`src/rtl/calc_pkg.sv`:
```
// Shared calculator definitions: key codes, keypad scan states and the 4x4 key map.
// Used by keypad_scan and by the calculator input controller.
package calc_pkg;

    localparam logic [3:0] KEY_0   = 4'h0;
    localparam logic [3:0] KEY_1   = 4'h1;
    localparam logic [3:0] KEY_2   = 4'h2;
    localparam logic [3:0] KEY_3   = 4'h3;
    localparam logic [3:0] KEY_4   = 4'h4;
    localparam logic [3:0] KEY_5   = 4'h5;
    localparam logic [3:0] KEY_6   = 4'h6;
    localparam logic [3:0] KEY_7   = 4'h7;
    localparam logic [3:0] KEY_8   = 4'h8;
    localparam logic [3:0] KEY_9   = 4'h9;
    localparam logic [3:0] KEY_ADD = 4'hA;
    localparam logic [3:0] KEY_SUB = 4'hB;
    localparam logic [3:0] KEY_MUL = 4'hC;
    localparam logic [3:0] KEY_DIV = 4'hD;
    localparam logic [3:0] KEY_EQ  = 4'hE;
    localparam logic [3:0] KEY_CLR = 4'hF;

    typedef enum logic [1:0] {
        ST_SCAN         = 2'd0,
        ST_DEBOUNCE     = 2'd1,
        ST_HELD         = 2'd2,
        ST_RELEASE_DONE = 2'd3
    } scan_state_t;

    // Physical key position (row, column) to calculator key code.
    function automatic logic [3:0] key_map(input logic [1:0] row, input logic [1:0] col);
        logic [3:0] code;
        code = KEY_0;
        case ({row, col})
            4'b00_00: code = KEY_1;
            4'b00_01: code = KEY_2;
            4'b00_10: code = KEY_3;
            4'b00_11: code = KEY_ADD;
            4'b01_00: code = KEY_4;
            4'b01_01: code = KEY_5;
            4'b01_10: code = KEY_6;
            4'b01_11: code = KEY_SUB;
            4'b10_00: code = KEY_7;
            4'b10_01: code = KEY_8;
            4'b10_10: code = KEY_9;
            4'b10_11: code = KEY_MUL;
            4'b11_00: code = KEY_CLR;
            4'b11_01: code = KEY_0;
            4'b11_10: code = KEY_EQ;
            default:  code = KEY_DIV;
        endcase
        return code;
    endfunction

    // True when exactly one active-low column is asserted.
    function automatic logic cols_valid(input logic [3:0] cs);
        logic [3:0] low;
        low = ~cs;
        return (low != 4'h0) && ((low & (low - 4'h1)) == 4'h0);
    endfunction

    // Index of the asserted column (meaningful only when cols_valid).
    function automatic logic [1:0] col_index(input logic [3:0] cs);
        logic [1:0] idx;
        idx = 2'd0;
        for (int i = 3; i >= 0; i--) begin
            if (!cs[i]) idx = 2'(i);
        end
        return idx;
    endfunction

    // One-hot active-low row drive pattern.
    function automatic logic [3:0] row_drive(input logic [1:0] row);
        logic [3:0] d;
        d      = 4'hF;
        d[row] = 1'b0;
        return d;
    endfunction

    // Equals and clear are one-shot keys; everything else may auto-repeat.
    function automatic logic key_repeats(input logic [3:0] code);
        return (code != KEY_EQ) && (code != KEY_CLR);
    endfunction

endpackage

```
`src/rtl/keypad_debounce.sv`:
```
// Generic stable-count checker: counts consecutive cycles where sample equals
// reference while enabled; o_done_c marks the sample that reaches the threshold.
module keypad_debounce #(
    parameter int unsigned W     = 4,
    parameter int unsigned CNT_W = 6
) (
    input  logic             CLK_1K,
    input  logic             RSTN,
    input  logic             i_en,
    input  logic [W-1:0]     i_sample,
    input  logic [W-1:0]     i_ref,
    input  logic [CNT_W-1:0] i_thresh,
    output logic             o_done_c
);

    logic [CNT_W-1:0] r_cnt;
    logic             w_match;

    assign w_match  = (i_sample == i_ref);
    assign o_done_c = i_en && w_match && (r_cnt >= (i_thresh - CNT_W'(1)));

    // Saturating run-length counter, cleared on mismatch or when disabled.
    always_ff @(posedge CLK_1K or negedge RSTN) begin
        if (!RSTN) begin
            r_cnt <= '0;
        end else if (!i_en || !w_match) begin
            r_cnt <= '0;
        end else if (r_cnt != '1) begin
            r_cnt <= r_cnt + CNT_W'(1);
        end
    end

endmodule

```
`src/rtl/keypad_scan.sv`:
```
// 4x4 matrix keypad scanner with press/release debounce.
// Emits one flag strobe per accepted press with key_value valid in the same cycle.
// Optional auto-repeat while a key is held: define KEY_REPEAT_EN.
module keypad_scan
    import calc_pkg::*;
#(
    parameter int unsigned SCAN_DWELL    = 4,
    parameter int unsigned DEBOUNCE      = 20,
    parameter int unsigned REPEAT_DELAY  = 500,
    parameter int unsigned REPEAT_PERIOD = 150
) (
    input  logic       CLK_1K,
    input  logic       RSTN,
    input  logic [3:0] col_n,
    output logic [3:0] row_n,
    output logic [3:0] key_value,
    output logic       flag,
    output logic       key_held
);

    localparam int unsigned MAX_A = (SCAN_DWELL > DEBOUNCE) ? SCAN_DWELL : DEBOUNCE;
    localparam int unsigned MAX_B = (REPEAT_DELAY > REPEAT_PERIOD) ? REPEAT_DELAY : REPEAT_PERIOD;
    localparam int unsigned MAX_P = (MAX_A > MAX_B) ? MAX_A : MAX_B;
    localparam int unsigned CNT_W = $clog2(MAX_P) + 1;

    localparam logic [CNT_W-1:0] DWELL_LAST = CNT_W'(SCAN_DWELL - 1);
    localparam logic [CNT_W-1:0] DB_THRESH  = CNT_W'(DEBOUNCE);
`ifdef KEY_REPEAT_EN
    // Reload leaves exactly REPEAT_PERIOD cycles to the next strobe (needs PERIOD <= DELAY).
    localparam logic [CNT_W-1:0] REP_LAST   = CNT_W'(REPEAT_DELAY - 1);
    localparam logic [CNT_W-1:0] REP_RELOAD = CNT_W'(REPEAT_DELAY - REPEAT_PERIOD);
`endif

    logic [3:0]       r_col_s1;
    logic [3:0]       r_col_s2;
    scan_state_t      r_state;
    logic [1:0]       r_row;
    logic [3:0]       r_row_n;
    logic [CNT_W-1:0] r_dwell;
    logic [3:0]       r_pat;
    logic [3:0]       r_key_value;
    logic             r_flag;
    logic             r_key_held;
    logic             r_armed;
    logic             r_dirty;
`ifdef KEY_REPEAT_EN
    logic [CNT_W-1:0] r_rep;
`endif

    logic [3:0] w_cs;
    logic       w_cs_valid;
    logic       w_cs_idle;
    logic       w_press_en;
    logic       w_press_done;
    logic       w_rel_en;
    logic       w_rel_done;

    assign w_cs       = r_col_s2;
    assign w_cs_valid = cols_valid(w_cs);
    assign w_cs_idle  = (w_cs == 4'hF);
    assign w_press_en = (r_state == ST_DEBOUNCE);
    assign w_rel_en   = (r_state == ST_HELD);

    assign row_n     = r_row_n;
    assign key_value = r_key_value;
    assign flag      = r_flag;
    assign key_held  = r_key_held;

    // Two-flop synchronizer for the asynchronous column inputs (idle = pulled high).
    always_ff @(posedge CLK_1K or negedge RSTN) begin
        if (!RSTN) begin
            r_col_s1 <= 4'hF;
            r_col_s2 <= 4'hF;
        end else begin
            r_col_s1 <= col_n;
            r_col_s2 <= r_col_s1;
        end
    end

    keypad_debounce #(.W(4), .CNT_W(CNT_W)) u_press (
        .CLK_1K   (CLK_1K),
        .RSTN     (RSTN),
        .i_en     (w_press_en),
        .i_sample (w_cs),
        .i_ref    (r_pat),
        .i_thresh (DB_THRESH),
        .o_done_c (w_press_done)
    );

    keypad_debounce #(.W(4), .CNT_W(CNT_W)) u_release (
        .CLK_1K   (CLK_1K),
        .RSTN     (RSTN),
        .i_en     (w_rel_en),
        .i_sample (w_cs),
        .i_ref    (4'hF),
        .i_thresh (DB_THRESH),
        .o_done_c (w_rel_done)
    );

    // Scan / debounce / held / release FSM. After a release the scanner is disarmed
    // until one full sweep sees no key, so a key left down from before is never accepted.
    always_ff @(posedge CLK_1K or negedge RSTN) begin
        if (!RSTN) begin
            r_state     <= ST_SCAN;
            r_row       <= 2'd0;
            r_row_n     <= 4'b1110;
            r_dwell     <= '0;
            r_pat       <= 4'hF;
            r_key_value <= 4'h0;
            r_flag      <= 1'b0;
            r_key_held  <= 1'b0;
            r_armed     <= 1'b1;
            r_dirty     <= 1'b0;
`ifdef KEY_REPEAT_EN
            r_rep       <= '0;
`endif
        end else begin
            r_flag <= 1'b0;
            case (r_state)
                ST_SCAN: begin
                    if (r_dwell == DWELL_LAST) begin
                        r_dwell <= '0;
                        if (w_cs_valid && r_armed) begin
                            r_pat   <= w_cs;
                            r_state <= ST_DEBOUNCE;
                        end else begin
                            r_row   <= r_row + 2'd1;
                            r_row_n <= row_drive(r_row + 2'd1);
                            if (r_row == 2'd3) begin
                                r_armed <= r_armed | (!r_dirty && w_cs_idle);
                                r_dirty <= 1'b0;
                            end else begin
                                r_dirty <= r_dirty | !w_cs_idle;
                            end
                        end
                    end else begin
                        r_dwell <= r_dwell + CNT_W'(1);
                    end
                end
                ST_DEBOUNCE: begin
                    if (w_cs != r_pat) begin
                        r_state <= ST_SCAN;
                        r_row   <= r_row + 2'd1;
                        r_row_n <= row_drive(r_row + 2'd1);
                        r_dwell <= '0;
                    end else if (w_press_done) begin
                        r_key_value <= key_map(r_row, col_index(r_pat));
                        r_flag      <= 1'b1;
                        r_key_held  <= 1'b1;
                        r_state     <= ST_HELD;
`ifdef KEY_REPEAT_EN
                        r_rep       <= '0;
`endif
                    end
                end
                ST_HELD: begin
                    if (w_rel_done) begin
                        r_key_held <= 1'b0;
                        r_state    <= ST_RELEASE_DONE;
                    end
`ifdef KEY_REPEAT_EN
                    else if (!w_cs_idle && key_repeats(r_key_value)) begin
                        if (r_rep == REP_LAST) begin
                            r_flag <= 1'b1;
                            r_rep  <= REP_RELOAD;
                        end else begin
                            r_rep <= r_rep + CNT_W'(1);
                        end
                    end
`endif
                end
                ST_RELEASE_DONE: begin
                    r_state <= ST_SCAN;
                    r_row   <= 2'd0;
                    r_row_n <= 4'b1110;
                    r_dwell <= '0;
                    r_armed <= 1'b0;
                    r_dirty <= 1'b0;
                end
                default: begin
                    r_state <= ST_SCAN;
                end
            endcase
        end
    end

endmodule

```
`config.mk`:
```
export PLATFORM = sky130hd
export DESIGN_NAME = keypad_scan
export DESIGN_NICKNAME = d
export VERILOG_FILES = /design/src/rtl/calc_pkg.sv /design/src/rtl/keypad_debounce.sv /design/src/rtl/keypad_scan.sv
export SDC_FILE = /design/constraint.sdc
export NUM_CORES = 1
export LEC_CHECK = 0
export BUFFER_PORTS_ARGS = -buffer_cell sky130_fd_sc_hd__buf_4
export CAP_MARGIN = 10
export CORE_MARGIN = 8
export CORE_UTILIZATION = 50
export DETAILED_ROUTE_END_ITERATION = 16
export PLACE_DENSITY = 0.67
export RECOVER_POWER = 25
export SLEW_MARGIN = 30
export SYNTH_ARGS = -nofsm -noshare
export SYNTH_HDL_FRONTEND = slang
export SYNTH_SLANG_ARGS = --single-unit
```
`constraint.sdc`:
```
create_clock -name CLK_1K -period 2.4 [get_ports CLK_1K]
set_input_delay 0.24 -clock CLK_1K [delete_from_list [all_inputs] [get_ports CLK_1K]]
set_output_delay 0.24 -clock CLK_1K [all_outputs]
set_load 0.03 [all_outputs]
```
== Word-level counts from Yosys, hierarchy flattened ==
Memories as Yosys holds them, arrays and structs flattened. A register that Yosys moved wholly into a read port is not among the register bits.
Cells that the tools add are included.

* Bits in registers: 54
* Bits in latches: 0
* Bits in writable memories: 0
* Memory bits (read-only): 64
* Input bits: 6
* Output and inout port bits: 10
* Memories: 1

{| class="wikitable"
|+ Memories
! name !! depth !! bits a word !! rd ports !! clocked after memory_dff !! wr ports !! line !! text
|-
| (no name shown) || 16 || 4 || 1 || 1 || 0 || calc_pkg.sv:33 || <nowiki>case ({row, col})</nowiki>
|}

* Add/subtract/negate cells: 5
* $mul: 0
* Div/mod/pow operators: 0
* Magnitude comparators: 4
* Equal/unequal tests: 19
* Shift-type cells: 0
* Multiplexer cells: 45
* Bitwise logic cells: 6
* Reductions and logical operators: 32

{| class="wikitable"
|+ Operators with widths
! kind !! count
|-
| $mux 10 || 6
|-
| $add 10x1->10 const B || 3
|-
| $mux 2 || 15
|-
| $pmux 10 s3 || 1
|-
| $ge 10x5->1 const B || 2
|-
| $ne 10x10->1 const B || 2
|-
| $ne 2x2->1 const B || 8
|-
| $reduce_and 4->1 || 4
|-
| $mux 1 || 13
|-
| $mux 4 || 3
|-
| $pmux 4 s3 || 1
|-
| $eq 10x2->1 const B || 1
|-
| $reduce_and 3->1 || 3
|-
| $logic_and 1x1->1 || 8
|-
| $not 4->4 || 2
|-
| $pmux 2 s4 || 1
|-
| $reduce_bool 2->1 || 4
|-
| $eq 2x2->1 const B || 3
|-
| $logic_not 1->1 || 6
|-
| $pmux 1 s2 || 3
|-
| $pmux 2 s3 || 1
|-
| $and 4x4->4 || 1
|-
| $eq 4x4->1 || 1
|-
| $eq 4x4->1 const B || 1
|-
| other kinds (16) || 18
|}

== Logic depth before layout (Yosys ltp) ==
* Depth after elaboration: 9
* Gate-level depth with buffers: 8

== Modules after synthesis ==
Synthesis repeated with hierarchy kept, for this count alone.

* Cells, all modules: 404
* Area total of the unflattened synthesis: 3898.7 µm²

{| class="wikitable"
|+ Modules (own cells, without submodules)
! module !! times used !! cells an instance !! area an instance (µm²) !! seq. area each (µm²)
|-
| keypad_scan || 1 || 207 || 2099.5 || 970.9
|-
| keypad_debounce at u_press || 1 || 99 || 914.6 || 250.2
|-
| keypad_debounce at u_release || 1 || 98 || 884.6 || 250.2
|}

== Least setup slack after synthesis ==
Ideal clock, no wire load.

* Kind: register to register
* Start point: reg r_dwell[0]
* End point: reg r_dwell[4]
* Arrival time: 1.984 ns
* Data required time: 2.326 ns
* Setup slack: 0.342 ns
* Stages on the path, launching flop included: 9
* Path through: dfrtp_1 -> ha_1 -> nor2b_1 -> and3_1 -> buf_6 -> or4_4 -> buf_6 -> or3_1 -> o21ai_2

* Longest elaborated chain between the ends: 3

{| class="wikitable"
|+ Ends and longest elaborated chain
! element !! line !! text
|-
| start, declared || keypad_scan.sv:39 || <nowiki>logic [CNT_W-1:0] r_dwell;</nowiki>
|-
| start signal, assigned || keypad_scan.sv:137 || <nowiki>r_dwell <= r_dwell + CNT_W'(1);</nowiki>
|-
| $add 10x1->10 or $eq 10x2->1 (tied branches) || keypad_scan.sv:137, keypad_scan.sv:121 ||
|-
| $mux 10 (*) || keypad_scan.sv:121 || <nowiki>if (r_dwell == DWELL_LAST) begin</nowiki>
|-
| $pmux 10 s3 (*) || keypad_scan.sv:119 || <nowiki>case (r_state)</nowiki>
|}

Mark *: on every way between the ends. The rest lies on a longest branch, timed or not.
A chain may end at the register's enable or synchronous reset.

== Worst setup path after layout ==
* Start point: reg r_col_s2[3]
* End point: reg r_row[0]

* Longest elaborated chain between the ends: 8

{| class="wikitable"
|+ Ends and longest elaborated chain
! element !! line !! text
|-
| start, declared || keypad_scan.sv:35 || <nowiki>logic [3:0] r_col_s2;</nowiki>
|-
| start signal, assigned || keypad_scan.sv:76 || <nowiki>r_col_s2 <= r_col_s1;</nowiki>
|-
| $not 4->4 || calc_pkg.sv:57 || <nowiki>low = ~cs;</nowiki>
|-
| $sub 4x1->4 || calc_pkg.sv:58 || <nowiki>return (low != 4'h0) && ((low & (low - 4'h1)) == 4'h0);</nowiki>
|-
| $and 4x4->4 || calc_pkg.sv:58 ||
|-
| $logic_not 4->1 || calc_pkg.sv:58 ||
|-
| $logic_and 1x1->1 || calc_pkg.sv:58 ||
|-
| $logic_and 1x1->1 || keypad_scan.sv:123 || <nowiki>if (w_cs_valid && r_armed) begin</nowiki>
|-
| $ne 2x2->1 (no line) || n/a ||
|-
| $reduce_and 4->1 (no line) (*) || n/a ||
|-
| end signal, assigned || keypad_scan.sv:127 || <nowiki>r_row <= r_row + 2'd1;</nowiki>
|-
| end signal, assigned || keypad_scan.sv:143 || <nowiki>r_row <= r_row + 2'd1;</nowiki>
|-
| end, declared || keypad_scan.sv:37 || <nowiki>logic [1:0] r_row;</nowiki>
|}

Marks and branches as above.

==> summary.md <==
| Metric | Value |
|---|---|
| CP delay by family, top | multiplexers |
| Largest fanout on the critical path | 6 |
| Clock skew | 0.0148 ns |
| Placed Instances | 400 |
| Cell Rows | 29 |
| Worst path depth | 5 |
| Sequential fraction of the synthesis area | 0.468 |
| Hold WC Path Type | reg -> reg |
| Least-Margin Pin Slew | 1.41 ns |
| Vias in the first global route | 2312 |
| Max clock buf depth | 2 |
| Htree depth | 3 |
| Worst path slowest cell | dfstp_2 |
| Share of layout cells above drive strength 1 | 0.186 |
| Die height | 95.3 um |
| Syn Nets | 340 |
| Final min period | 2.11 ns |
| Final hold violations | 0 |
| Fmax | 0.475 GHz |
| Vias | 2343 |
| Initial core utilization | 0.507 |
| Final Max Slew Viols | 0 |
| Post-synth EDFFs | 0 |
| Crit Path Class | reg -> reg |
| Period utilization | 0.878 |
| Syn Area/Cell | 9.99 um2 |
| Core area | 6200 um2 |
| Leak | 0.00155 uW |
| Hold WS | 0.350 ns |
| RSZ-0062 raised after global routing | false |
| CTS tree | yes |
| Detailed Route WL | 5770 um |
| # IOs | 16 |
| Endpoint class of the critical path | flop |
| Hpwl dp | 3930 um |
| Gr usage total | 0.143 |
| Initial antenna violation count | 0 |
| Most frequent cells in the layout | dfrtp_1 (42), nor2_1 (32), nand2_1 (25) |
| Clk slew on worst S/H paths | 0.07 ns |
| Antenna viol nets, final | 0 |
| Warnings, synthesis | 0 |
| Total power | 1960 uW |
| CTS Hold Bufs | 4 |
| 1st-iter DRT viols | 67 |
| Number of setup violations in the final report | 0 |
| Status | finished, final reports clean |
| CTS Buf Count | 9 |
| Root Driver | clkbuf_8 |
| Setup bufs post-CTS | 0 |
| MaxCap Viol Count | 0 |
| Relative slew slack | 0.0624 |
| Worst EP required | 2.61 ns |
| Post-synth top area share | 0.334 |
| Number of synthesized register bits | 58 |
| Setup_tns | 0 ns |
| DR WL/cell | 13.7 um |
| Depth of the most critical reg-to-reg path | 5 |
| DRT Pass-1 Iters | 4 |
| First-pass GRT wire length | 10300 um |
| DRC Markers | 0 |
| Crit path buffers/inverters | 0 |
| Routability Congestion | 0.799 |
| Die X-Extent | 95.3 um |
| Non-Filler Instances | 421 |
| Mapped Cells | 315 |
| Sink Count | 58 |
| Clock Latency Late Sink | 0.33 ns |
| Delay of the slowest cell on the worst path | 0.60 ns |
| Commonest non-fill, non-tap cell in the layout | dfrtp_1 |
| Yosys top cell by area | dfrtp_1 |
| Pin count of the biggest net entering global routing | 59 |
| CP Launch Type | flop |
| Number of distinct library cells after synthesis | 49 |
| CP cell instances | xor2_1 -> nor4_2 -> mux2_2 -> o21bai_2 -> mux2_2 |
| Predominant post-synthesis flop cell | dfrtp_1 |
| Total grt overflow | 0 |
| Ant. Diodes | 0 |
| Final nets | 364 |
| Synthesized area | 3150 um2 |
| Hold depth | 0 |
| Layout area overhead | 13.2% |
| Maximum vdd drop | 325 uV |
| Vias per cell | 5.57 |
| Cts repair resizes | 0 |
| Die area | 9080 um2 |
| PwrDens | 549 nW/um2 |
| Most used cell, CP | mux2_2 |
| Crit path DAT | 2.32 ns |
| Port bufs | 15 |
| Asr flop ratio synth | 1.00 |
| Ranking of synthesized cells by area | dfrtp_1 (33%), dfstp_2 (13%), ha_1 (7.6%) |
-- cell families (layout without fill, tap and decap cells) --
group | after synthesis | after routing | synth area share
AND/OR/NAND/NOR | 131 | 131 | 0.218
flip-flops | 58 | 58 | 0.468
AO/OA/AOI/OAI | 54 | 54 | 0.112
buffers and inverters | 22 | 51 | 0.0310
adder cells (fa/ha/maj) | 19 | 19 | 0.0756
XOR/XNOR | 17 | 17 | 0.0473
multiplexers | 14 | 14 | 0.0485
-- synthesized netlist by cell type (all sizes together), types with 3 or more instances --
| library cell | instances |
|---|---|
| o31ai | 3 |
| nor3 | 13 |
| xor2 | 11 |
| inv | 14 |
| a31oi | 4 |
| dfrtp | 42 |
| o21ai | 24 |
| nand2 | 25 |
| clkbuf | 6 |
| and4 | 3 |
| ha | 19 |
| nor2b | 4 |
| nand3 | 17 |
| o41ai | 3 |
| dfstp | 16 |
| nand2b | 7 |
| mux2 | 10 |
| mux2i | 4 |
| and3 | 5 |
| xnor2 | 6 |
| nor4 | 3 |
| nand4 | 5 |
| or3 | 5 |
| a21oi | 6 |
| nand4b | 3 |
| nor2 | 32 |
-- registers in the layout, indices dropped and copies added, names as in the netlist, 2 cells and up, named ones only --
name / count
r_dwell: 10
r_col_s2: 4
u_press.r_cnt: 10
r_pat: 4
row_n: 4
key_value: 4
r_row: 2
u_release.r_cnt: 10
r_col_s1: 4
-- power breakdown --
part,leakage (uW),internal [uW],switching (uW)
Combinational,0.000699,14.9,25.8
Clock,0.0000986,534,384
Sequential,0.000750,991,7.38
-- final timing paths --
check                                      start                     end  slack, ns
setup / recovery           r_col_s2[3]$_DFF_PN1_    r_row[0]$_DFFE_PN0P_       0.29
hold / removal             r_col_s1[3]$_DFF_PN1_   r_col_s2[3]$_DFF_PN1_       0.35
setup reg to reg           r_col_s2[3]$_DFF_PN1_    r_row[0]$_DFFE_PN0P_       0.29
hold reg to reg            r_col_s1[3]$_DFF_PN1_   r_col_s2[3]$_DFF_PN1_       0.35
max in group asynchronous                   RSTN  r_state[0]$_DFFE_PN0P_       0.78
min in group asynchronous                   RSTN    r_row[1]$_DFFE_PN0P_       0.77
-- layout make-up --
class                   count  area [um2]
clock buffers              12         155
clock inverters             4        50.0
fillers                   544        2640
inverters                  14        52.6
multi-input cells         235        1580
flip-flops and latches     58        1470
well taps                  77        96.3
repair buffers             21         160
-- through the flow --
stage	utilization	worst slack, ns	area [um2]
after floorplan	-	0.342	3150
after global routing	0.574	0.112	3560
after global placement	0.535	0.387	3320
after CTS	0.574	0.307	3560
final	0.574	0.294	3560
after detailed placement	0.535	0.323	3320
-- per-layer routing --
layer / track usage / share of wire
met1: 0.176 / 0.47
met3: 0.0307 / 0.024
met2: 0.230 / 0.48
met4: 0.0741 / 0.022
met5: 0 / 0
Note: power is estimated with default switching activity, not from simulation.
